`config.mk`:
```
export PLATFORM = sky130hd
export DESIGN_NAME = instr_sequencer
export DESIGN_NICKNAME = d
export VERILOG_FILES = /design/src/rtl/instr_sequencer.sv
export SDC_FILE = /design/constraint.sdc
export NUM_CORES = 1
export LEC_CHECK = 0
export BUFFER_PORTS_ARGS = -buffer_cell sky130_fd_sc_hd__buf_2
export CORE_MARGIN = 3
export CORE_UTILIZATION = 58
export CTS_CLUSTER_DIAMETER = 40
export DETAILED_ROUTE_END_ITERATION = 10
export GPL_ROUTABILITY_DRIVEN = 0
export HOLD_SLACK_MARGIN = 0.06
export PLACE_DENSITY = 0.94
export SYNTH_ARGS = -nofsm -noshare
export SYNTH_HDL_FRONTEND = slang
export SYNTH_SLANG_ARGS = --single-unit
```
`constraint.sdc`:
```
create_clock -name clk -period 3.9 [get_ports clk]
set_input_delay 0.78 -clock clk [delete_from_list [all_inputs] [get_ports clk]]
set_output_delay 0.78 -clock clk [all_outputs]
set_load 0.05 [all_outputs]
```
`src/rtl/instr_sequencer.sv`:
```
// rtl/instr_sequencer.sv - instruction sequencer issuing load/store/accumulate commands with repeat support
module instr_sequencer #(
    parameter int OPCODE_W   = 3,
    parameter int ADDR_W     = 7,
    parameter int MEM_HEIGHT = 16,
    parameter int REP_W      = 4,
    localparam int INSTR_W   = OPCODE_W + ADDR_W,
    localparam int WA_W      = (MEM_HEIGHT > 1) ? $clog2(MEM_HEIGHT) : 1
) (
    input  logic               clk,
    input  logic               rst,
    input  logic [INSTR_W-1:0] instr,
    input  logic               instr_valid,
    output logic               instr_ready,
    output logic               req_vld,
    output logic [ADDR_W-1:0]  rd_addr,
    input  logic               rd_ack,
    output logic               write_en,
    output logic [WA_W-1:0]    wr_addr,
    output logic               input_valid,
    output logic               accumulate_internal,
    output logic               done,
    output logic               illegal
);

    localparam logic [OPCODE_W-1:0] OP_NOP    = OPCODE_W'(0);
    localparam logic [OPCODE_W-1:0] OP_STORE  = OPCODE_W'(1);
    localparam logic [OPCODE_W-1:0] OP_LOAD   = OPCODE_W'(2);
    localparam logic [OPCODE_W-1:0] OP_REPEAT = OPCODE_W'(3);
    localparam logic [OPCODE_W-1:0] OP_ACC0   = OPCODE_W'(4);
    localparam logic [OPCODE_W-1:0] OP_ACCI   = OPCODE_W'(6);
    localparam logic [OPCODE_W-1:0] OP_STOP   = OPCODE_W'(7);

    typedef enum logic [1:0] {
        S_RUN       = 2'd0,
        S_WAIT_LOAD = 2'd1,
        S_REPEAT    = 2'd2,
        S_DONE      = 2'd3
    } state_t;

    state_t state, state_next;

    logic [REP_W-1:0]   rep_cnt;
    logic [REP_W-1:0]   rem;
    logic [INSTR_W-1:0] held;

    logic [OPCODE_W-1:0] in_op;
    logic [ADDR_W-1:0]   in_opd;
    logic                accept;
    logic                ack_ok;

    logic                issue;
    logic                issue_first;
    logic [INSTR_W-1:0]  iss_instr;
    logic [OPCODE_W-1:0] iss_op;
    logic [ADDR_W-1:0]   iss_opd;
    logic                iss_reserved;

    logic                req_vld_d;
    logic [ADDR_W-1:0]   rd_addr_d;
    logic                write_en_d;
    logic [WA_W-1:0]     wr_addr_d;
    logic                input_valid_d;
    logic                acc_int_d;
    logic                illegal_d;
    logic                done_d;

    assign in_op       = instr[INSTR_W-1:ADDR_W];
    assign in_opd      = instr[ADDR_W-1:0];
    assign instr_ready = (state == S_RUN);
    assign accept      = instr_valid && instr_ready;
    // An ack in the same cycle as the request pulse belongs to no load yet.
    assign ack_ok      = (state == S_WAIT_LOAD) && rd_ack && !req_vld;

    always_ff @(posedge clk or posedge rst) begin
        if (rst) begin
            state <= S_RUN;
        end else begin
            state <= state_next;
        end
    end

    always_comb begin
        state_next = state;
        case (state)
            S_RUN: begin
                if (accept) begin
                    if (in_op == OP_STOP) begin
                        state_next = S_DONE;
                    end else if (in_op == OP_LOAD) begin
                        state_next = S_WAIT_LOAD;
                    end else if (in_op != OP_REPEAT && rep_cnt != '0) begin
                        state_next = S_REPEAT;
                    end
                end
            end
            S_WAIT_LOAD: begin
                if (ack_ok) begin
                    state_next = (rem != '0) ? S_REPEAT : S_RUN;
                end
            end
            S_REPEAT: begin
                if (held[INSTR_W-1:ADDR_W] == OP_LOAD) begin
                    state_next = S_WAIT_LOAD;
                end else if (rem == REP_W'(1)) begin
                    state_next = S_RUN;
                end
            end
            default: state_next = S_DONE;
        endcase
    end

    // Decode of the instruction being issued this cycle; registered below.
    always_comb begin
        issue       = 1'b0;
        issue_first = 1'b0;
        iss_instr   = held;
        if (accept && in_op != OP_REPEAT) begin
            issue       = 1'b1;
            issue_first = 1'b1;
            iss_instr   = instr;
        end else if (state == S_REPEAT) begin
            issue = 1'b1;
        end
        iss_op       = iss_instr[INSTR_W-1:ADDR_W];
        iss_opd      = iss_instr[ADDR_W-1:0];
        iss_reserved = !(iss_op inside {OP_NOP, OP_STORE, OP_LOAD, OP_REPEAT,
                                        OP_ACC0, OP_ACCI, OP_STOP});

        req_vld_d     = issue && (iss_op == OP_LOAD);
        rd_addr_d     = req_vld_d ? iss_opd : '0;
        write_en_d    = issue && (iss_op == OP_STORE);
        wr_addr_d     = write_en_d ? iss_opd[WA_W-1:0] : '0;
        input_valid_d = issue && (iss_op == OP_ACC0 || iss_op == OP_ACCI);
        acc_int_d     = issue && (iss_op == OP_ACCI);
        illegal_d     = issue && issue_first && iss_reserved;
        done_d        = done || (issue && iss_op == OP_STOP);
    end

    always_ff @(posedge clk or posedge rst) begin
        if (rst) begin
            rep_cnt             <= '0;
            rem                 <= '0;
            held                <= '0;
            req_vld             <= 1'b0;
            rd_addr             <= '0;
            write_en            <= 1'b0;
            wr_addr             <= '0;
            input_valid         <= 1'b0;
            accumulate_internal <= 1'b0;
            illegal             <= 1'b0;
            done                <= 1'b0;
        end else begin
            if (accept) begin
                if (in_op == OP_REPEAT) begin
                    rep_cnt <= in_opd[REP_W-1:0];
                end else begin
                    rep_cnt <= '0;
                    rem     <= rep_cnt;
                    held    <= instr;
                end
            end else if (state == S_REPEAT) begin
                rem <= rem - REP_W'(1);
            end
            req_vld             <= req_vld_d;
            rd_addr             <= rd_addr_d;
            write_en            <= write_en_d;
            wr_addr             <= wr_addr_d;
            input_valid         <= input_valid_d;
            accumulate_internal <= acc_int_d;
            illegal             <= illegal_d;
            done                <= done_d;
        end
    end

endmodule

```
==> out/qor.yml, run 1 <==
outcome:
  outcome: "finished, final reports clean"
setup_path:
  crit_path_end: "wr_addr[0]"
  path_cells: "or3b_1 -> a211oi_4 -> or4b_4 -> nor2_1"
  startpoint_type: "flip-flop"
  reg2regPathDepth: 4
  crit_family: "simple AND/OR/NAND/NOR gates"
  r2r-end: "wr_addr[0]"
  crit_required_ns: 4.17
  crit_arrival_ns: 2.60
  path_depth: 4
  critical_path.endpoint_type: "flip-flop"
  reg2reg_from: "state[1]"
  reg2reg_slack_ns: 1.57
  cp_num_buf_inv: 0
  cp-startpoint: "state[1]"
  crit_type: "flip-flop to flip-flop"
  slowest_stage: "or3b_1"
  cp_max_fo: 17
  critical_path.max_stage_delay_ns: 0.69
clocking:
  clk_pin_slew_ns: 0.10
  cts_buffers: 5
  numClockSinks: 37
  cts-htree-levels: 2
  clockBufferDepth: 2
  tritoncts: "built"
  cts_root_buffer: "clkbuf_4"
  hold_buffers: 0
  clk_latency_ns: 0.33
  cts-resized-gates: 0
  postCtsSetupBuffers: 0
floorplanning:
  die_h_um: 59.7
  fp.dieW_um: 59.7
  die-area_um2: 3570
  ios: 32
  start_util_pct: 64.1
  core_area_um2: 2610
  rows: 18
pwr:
  p_per_area_nw_per_um2: 331
  p_clk_share_pct: 30.0
  p_sw_share_pct: 23.5
  cellInternalPower_uw: 480
  seq_power_share_pct: 63.0
  pwr-share-comb_pct: 7.0
  power_uw: 628
  ir_drop_uv: 310
  switchingPower_uw: 148
  leakage_uw: 0.000993
yosys:
  syn-num-nets: 171
  synth_cell_types: 39
  synthCells: 155
  yosysTopAreaCell: "dfrtp_1"
  seq_area_frac_synth_pct: 55.3
  synth.most_common_cell: "dfrtp_1"
  synth-edff-count: 0
  synth_area_per_cell_um2: 10.8
  ys.flop_type: "dfrtp_1"
  netlist_area_um2: 1670
  yosysTopAreaCellShare_pct: 55.3
  synthArstFlopShare_pct: 100
  synth-seq-cells: 37
  synth_top_cells_by_count: "dfrtp_1, nor2_1, inv_1, o21ai_0, nand2_1"
  synthTopCellsByArea: "dfrtp_1, nor2_1, inv_1, o21ai_0, a22o_1"
  ys_warn_count: 0
sta:
  fin_skew_ns: 0.00327
  rsz0062_at_grt: "no"
  setup_tns_ns: 0
  drv_slew: 0
  timing.hold.ws_ns: 0.487
  post-route-period-util_pct: 59.7
  max_slew_margin_pct: 63.9
  min_period_ns: 2.33
  timing.fmax_mhz: 430
  tightestPinTransition_ns: 0.534
  final-hold-violation-count: 0
  setup_violations: 0
detailed_routing:
  wl_met1_mm: 1.45
  firstDrtPassIters: 4
  vias: 1294
  top_layer: "met4"
  postRouteAntennaNets: 0
  met2_length_mm: 1.75
  viasPerCell: 5.91
  dr_wl_met3_um: 224
  drt_wl_total_mm: 3.51
  drt_iter0_drc: 58
  wl_per_cell_um: 16.0
  drc_errors: 0
min_path:
  hold_path.class: "flip-flop to flip-flop"
global_routing:
  grt_pass1_wl_mm: 5.75
  grt.total_usage_pct: 22.2
  grt_pass1_vias: 1338
  grt_max_degree: 38
  gr-total-overflow: 0
  antenna_found_initial: 0
cells_and_area:
  fillers: 196
  syn2layout_area_growth_pct: 13.1
  nets: 204
  diodes: 0
  drive_gt1_share_pct: 25.4
placed_design:
  dp_hpwl_mm: 2.49
  portBuffers: 31
flow_run:
  maxCapViolations: 0
==> worst min-delay path by stage <==
| stage | from | to | slack, ns | depth (start not counted) |
|---|---|---|---|---|
| 4_1_cts | done | done | 0.49 | 1 |
| 6_report | done | done | 0.49 | 1 |
| 5_1_grt | held[5] | held[5] | 0.53 | 1 |
| 3_5_place_dp | done | done | 0.46 | 1 |
| 2_1_floorplan | held[4] | held[4] | 0.47 | 1 |
| 3_3_place_gp | done | done | 0.46 | 1 |
==> cell families (layout without fill, tap and decap cells) <==
| kind of cell | after synthesis | after routing | synth area share (%) |
|---|---|---|---|
| DFF | 37 | 37 | 55.3 |
| buffers and inverters | 20 | 54 | 4.93 |
| adders and majority gates | 2 | 2 | 1.49 |
| muxes | 7 | 7 | 4.41 |
| and+or+nand+nor | 56 | 56 | 19.5 |
| AOI/OAI and AO/OA | 33 | 33 | 14.3 |
==> layout by cell type, fill, tap and decap left out, types with 4 or more instances in the layout <==
master	instances
nor2_1	15
mux2i_1	4
buf_2	31
clkbuf_4	5
o21ai_0	10
a21oi_1	5
nor2b_1	6
a22o_1	5
inv_1	14
nand2_1	8
dfrtp_1	37
==> sequential cells by signal, indices dropped and copies added, names as in the netlist, 2 cells and up <==
signal,count
rd_addr,7
rep_cnt,4
rem,4
wr_addr,4
held,10
state,2
==> routing by layer <==
metal | vias up | GRT usage (%)
met1 | 626 | 24.9
met2 | 48 | 38.1
met5 | - | 0
met3 | 11 | 6.70
li1 | 609 | -
met4 | 0 | 10.8
==> worst reg2reg max path, cell delays in order, from the launching register on <==
cell and delay (ns):
dfrtp_1 0.56, or3b_1 0.69, a211oi_4 0.35, or4b_4 0.53
nor2_1 0.13
==> final cells by class <==
| type | instances | area (um2) | area share (%) |
|---|---|---|---|
| Clock buffer | 8 | 48.8 | 2.58 |
| Inverter | 14 | 52.6 | 2.78 |
| Multi-Input combinational cell | 98 | 666 | 35.2 |
| Sequential cell | 37 | 926 | 48.9 |
| Tap cell | 30 | 37.5 | 1.98 |
| Timing Repair Buffer | 32 | 163 | 8.59 |
==> through the flow <==
stage                     utilization [%]  worst slack (ns)  std cells  cell area (um2)
after global routing                 72.5              1.45        219             1890
after global placement               70.6              1.37        211             1840
after CTS                            72.5              1.57        219             1890
final                                72.5              1.57        219             1890
after floorplan                         -              1.61        155             1670
after detailed placement             70.6              1.26        211             1840
==> power groups by stage <==
stage	Combinational [uW]	Sequential [uW]	Clock (uW)
6_report	44.0	395	188
4_1_cts	44.2	395	194
5_1_grt	49.0	396	209
3_3_place_gp	41.2	402	0
2_1_floorplan	27.1	402	0
3_5_place_dp	43.6	403	0
(Power assumes the default switching activity.)
==> run 2: changes to the inputs <==
- CORE_UTILIZATION: 58 -> 49
- PLACE_DENSITY: 0.94 -> 0.86
- clock period: 3.9 -> 2.1 ns (I/O delays scaled with it)
==> out/qor.yml, run 2 (same netlist as run 1, synthesis figures left out) <==
setup_path:
  crit_type: "flip-flop to flip-flop"
  critical_path.endpoint_type: "flip-flop"
  cp_max_fo: 5  # -12
  startpoint_type: "flip-flop"
  crit_required_ns: 2.37  # -1.80 ns
  crit_arrival_ns: 2.26  # -0.34 ns
floorplanning:
  die-area_um2: 4150  # +16%
  start_util_pct: 53.1  # -11 points
  core_area_um2: 3150  # +21%
  ios: 32  # unchanged
  die_h_um: 64.5  # +7.9%
  fp.dieW_um: 64.5  # +7.9%
  rows: 20  # +2
detailed_routing:
  viasPerCell: 5.47  # -7.4%
  drt_wl_total_mm: 3.82  # +8.8%
  firstDrtPassIters: 4  # unchanged
  drc_errors: 0  # unchanged
  vias: 1308  # +1.1%
  postRouteAntennaNets: 0  # unchanged
  drt_iter0_drc: 202  # +250%
  wl_per_cell_um: 16.0  # -0.31%
cells_and_area:
  nets: 211  # +3.4%
  fillers: 279  # +42%
  largest_register: "held"
  drive_gt1_share_pct: 28.7  # +3.3 points
  final_common_cell: "dfrtp_1"
  final_area_um2: 1970  # +4.0%
  fin_cells: 239  # +9.1%
  final_cell_mix: "dfrtp_1, buf_2, nor2_1, inv_1, o21ai_0"
  top_regs: "held: 10 flops, rd_addr: 7 flops"
  diodes: 0  # unchanged
  largest_reg_flops: 10  # unchanged
  syn2layout_area_growth_pct: 17.6
  fin_util_pct: 62.5  # -10 points
placed_design:
  dp_hpwl_mm: 2.74  # +10%
  preCtsSetupSlack_ns: -0.0489  # -1.31 ns
  placed_area_um2: 1910  # +3.8%
  dp.cells: 232  # +10%
  portBuffers: 31  # unchanged
sta:
  timing.final.ws_setup_ns: 0.112  # -1.46 ns
  min_period_ns: 1.99  # -0.340 ns
  timing.fmax_mhz: 503  # +17%
  drv_slew: 0  # unchanged
  final-hold-violation-count: 0  # unchanged
  max_slew_margin_pct: 63.3  # -0.58 points
  setup_violations: 0  # unchanged
  post-route-period-util_pct: 94.7  # +35 points
  tightestPinTransition_ns: 0.543  # +0.00858 ns
  fin_skew_ns: 0.0173  # +0.0141 ns
  rsz0062_at_grt: "no"
clocking:
  numClockSinks: 37  # unchanged
  cts_buffers: 5  # unchanged
  cts-htree-levels: 2  # unchanged
  postCtsSetupBuffers: 0  # unchanged
  clockBufferDepth: 2  # unchanged
  clk_latency_ns: 0.35  # +0.02 ns
  cts-resized-gates: 0  # unchanged
  cts_root_buffer: "clkbuf_4"
  clk_pin_slew_ns: 0.11  # about the same
  hold_buffers: 0  # unchanged
  tritoncts: "built"
global_routing:
  antenna_found_initial: 0  # unchanged
  grt.total_usage_pct: 20.6  # -1.6 points
  grt_pass1_vias: 1399  # +4.6%
  gr-total-overflow: 0  # unchanged
  grt_max_degree: 38  # unchanged
  grt_pass1_wl_mm: 6.56  # +14%
pwr:
  p_per_area_nw_per_um2: 608  # +83%
  ir_drop_uv: 429  # +39%
  leakage_uw: 0.00103  # +3.7%
  power_uw: 1200  # +91%
min_path:
  hold_path.class: "primary input to asynchronous set/reset pin"
flow_run:
  maxCapViolations: 0  # unchanged
outcome:
  outcome: "finished, final reports clean"
[run 2: cell count changes in the layout (fill, tap and decap cells not counted), sizes merged]
cell,previous run,this run
buf,32,39
clkbuf,8,7
[run 2: power breakdown]
part	switching [uW]	internal [uW]
Sequential	8.56	726
Combinational	49.7	34.7
Clock	220	158
[run 2: worst max-delay path: stages (launching register included)]
cell and delay [ns]:
dfrtp_1 0.40, or4b_2 0.66, o211a_2 0.17, or4b_4 0.55, nor2_1 0.12
[run 2: area by class of cell]
class                           count  area, um2  area share, %
Timing Repair Buffer               39        215           10.9
Inverter                           14       52.6           2.67
Multi-Input combinational cell     98        666           33.8
Clock buffer                        7       55.1           2.80
Sequential cell                    37        926           47.0
Tap cell                           44       55.1           2.80
[run 2: metrics by stage]
step / TNS, ns / hold slack, ns
6_report: 0 / 0.156
5_1_grt: 0 / 0.193
4_1_cts: 0 / 0.154
3_5_place_dp: -0.139 / 0.475
3_3_place_gp: 0 / 0.459
2_1_floorplan: 0 / 0.465
[run 2: routing by layer]
metal	global-route usage, %	part of all wire, %
met5	0	0
met4	6.33	0.99
met3	5.89	8.7
met2	33.9	49
met1	26.4	41
[run 2: worst paths after layout]
path | endpoint | slack [ns] | from | depth (start not counted)
max | wr_addr[0] | 0.11 | state[1] | 4
min | wr_addr[1] | 0.16 | rst | 3
max reg2reg | wr_addr[0] | 0.11 | state[1] | 4
min reg2reg | done | 0.50 | done | 1
max in group asynchronous | held[2] | 1.61 | rst | 3
min in group clk | rep_cnt[2] | 0.32 | instr[2] | 2
==> run 3: changes to the inputs <==
- CORE_UTILIZATION: 49 -> 51
- CTS_BUF_LIST: not set -> sky130_fd_sc_hd__clkbuf_8
- GPL_TIMING_DRIVEN: not set -> 0
- PLACE_DENSITY: 0.86 -> 0.88
==> out/qor.yml, run 3 (same netlist as run 1, synthesis figures left out) <==
outcome:
  outcome: "finished, final reports clean"
min_path:
  hold_path.class: "primary input to asynchronous set/reset pin"
setup_path:
  crit_arrival_ns: 2.24  # -0.02 ns
  crit_family: "simple AND/OR/NAND/NOR gates"
  cp-startpoint: "state[1]"
  r2r-end: "wr_addr[1]"
  reg2reg_slack_ns: 0.08  # -0.03 ns
  reg2regPathDepth: 4  # unchanged
  crit_required_ns: 2.32  # -0.05 ns
  cp_num_buf_inv: 0  # unchanged
  critical_path.endpoint_type: "flip-flop"
  critical_path.max_stage_delay_ns: 0.65  # about the same
  startpoint_type: "flip-flop"
  crit_type: "flip-flop to flip-flop"
  cp_max_fo: 6  # +1
  reg2reg_from: "state[1]"
  slowest_stage: "or4b_2"
  path_cells: "or4b_2 -> o211a_2 -> or4b_4 -> nor2_1"
pwr:
  seq_power_share_pct: 55.8  # -5.5 points
  power_uw: 1320  # +10%
  p_clk_share_pct: 38.2  # +6.6 points
  pwr-share-comb_pct: 6.0  # -1.1 points
  switchingPower_uw: 300  # +7.5%
  cellInternalPower_uw: 1020  # +11%
  leakage_uw: 0.00102  # -1.3%
  p_per_area_nw_per_um2: 667  # +9.7%
  ir_drop_uv: 481  # +12%
  p_sw_share_pct: 22.8  # -0.52 points
sta:
  fin_skew_ns: 0.00302  # -0.0143 ns
  tightestPinTransition_ns: 0.729  # +0.186 ns
  post-route-period-util_pct: 96.2  # +1.6 points
  max_slew_margin_pct: 51.4  # -12 points
  setup_tns_ns: 0  # unchanged
  setup_violations: 0  # unchanged
  timing.hold.ws_ns: 0.251  # +0.0947 ns
  min_period_ns: 2.02  # +0.0329 ns
  final-hold-violation-count: 0  # unchanged
  drv_slew: 0  # unchanged
  timing.fmax_mhz: 495  # -1.6%
  rsz0062_at_grt: "no"
clocking:
  cts-htree-levels: 2  # unchanged
  postCtsSetupBuffers: 0  # unchanged
  cts_root_buffer: "clkbuf_8"
  clk_latency_ns: 0.29  # -0.06 ns
  clockBufferDepth: 2  # unchanged
  hold_buffers: 0  # unchanged
  cts-resized-gates: 0  # unchanged
  clk_pin_slew_ns: 0.07  # -0.04 ns
  tritoncts: "built"
  numClockSinks: 37  # unchanged
  cts_buffers: 5  # unchanged
cells_and_area:
  nets: 209  # -0.95%
  final_common_cell: "dfrtp_1"
  top_regs: "held: 10 flops, rd_addr: 7 flops"
  largest_register: "held"
  fin_cells: 237  # -0.84%
  diodes: 0  # unchanged
  drive_gt1_share_pct: 26.4  # -2.3 points
  largest_reg_flops: 10  # unchanged
  final_cell_mix: "dfrtp_1, buf_2, nor2_1, inv_1, o21ai_0"
  fillers: 253  # -9.3%
  syn2layout_area_growth_pct: 17.9
  fin_util_pct: 63.6  # +1.2 points
placed_design:
  dp.cells: 230  # -0.86%
  dp_hpwl_mm: 2.44  # -11%
  portBuffers: 31  # unchanged
floorplanning:
  die_h_um: 63.3  # -1.8%
  start_util_pct: 54.0  # +0.86 points
  die-area_um2: 4010  # -3.6%
  rows: 20  # unchanged
  core_area_um2: 3100  # -1.6%
  ios: 32  # unchanged
  fp.dieW_um: 63.3  # -1.8%
detailed_routing:
  vias: 1287  # -1.6%
  drt_wl_total_mm: 3.42  # -11%
  postRouteAntennaNets: 0  # unchanged
  drt_iter0_drc: 55  # -73%
  viasPerCell: 5.43  # -0.78%
  drc_errors: 0  # unchanged
  firstDrtPassIters: 5  # +1
  wl_per_cell_um: 14.4  # -9.8%
global_routing:
  gr-total-overflow: 0  # unchanged
  grt_pass1_vias: 1271  # -9.1%
  grt.total_usage_pct: 18.3  # -2.3 points
  grt_pass1_wl_mm: 5.71  # -13%
  antenna_found_initial: 0  # unchanged
  grt_max_degree: 38  # unchanged
flow_run:
  maxCapViolations: 0  # unchanged
-- run 3: final cells by class --
type | instances | area, um2 | area share, %
clock inverter | 1 | 7.51 | 0.380
tap | 44 | 55.1 | 2.79
sequential | 37 | 926 | 46.9
buffer | 6 | 30.0 | 1.52
multi-input combinational | 98 | 666 | 33.7
inverter | 14 | 52.6 | 2.66
clock buffer | 6 | 82.6 | 4.18
timing repair buffer | 31 | 155 | 7.86
-- run 3: how the worst max path moves through the flow --
stage	depth (start not counted)	to	slack [ns]
2_1_floorplan	4	wr_addr[0]	0.17
3_3_place_gp	5	wr_addr[2]	-0.008
3_5_place_dp	5	wr_addr[0]	-0.02
4_1_cts	4	wr_addr[3]	0.07
5_1_grt	5	wr_addr[0]	0.006
6_report	4	wr_addr[1]	0.08
-- run 3: per-stage QoR --
step | instance area, um2 | setup WS (ns)
after global routing | 1970 | 0.00560
after CTS | 1970 | 0.0733
final | 1970 | 0.0794
after detailed placement | 1880 | -0.0151
after floorplan | 1670 | 0.169
after global placement | 1880 | -0.00797
-- run 3: layer usage --
metal | GRT usage, % | part of all wire [%] | vias to the layer above
li1 | - | - | 612
met1 | 23.5 | 45 | 622
met2 | 29.5 | 47 | 48
met3 | 6.24 | 7.2 | 5
met4 | 5.12 | 0.99 | 0
met5 | 0 | 0 | -
-- run 3: power by group through the flow --
stage	sequential (uW)	combinational [uW]	clock [uW]
after CTS	734	79.8	510
after global routing	735	90.3	538
after global placement	747	77.8	0
after floorplan	746	50.3	0
after detailed placement	748	79.4	0
final	734	79.3	503
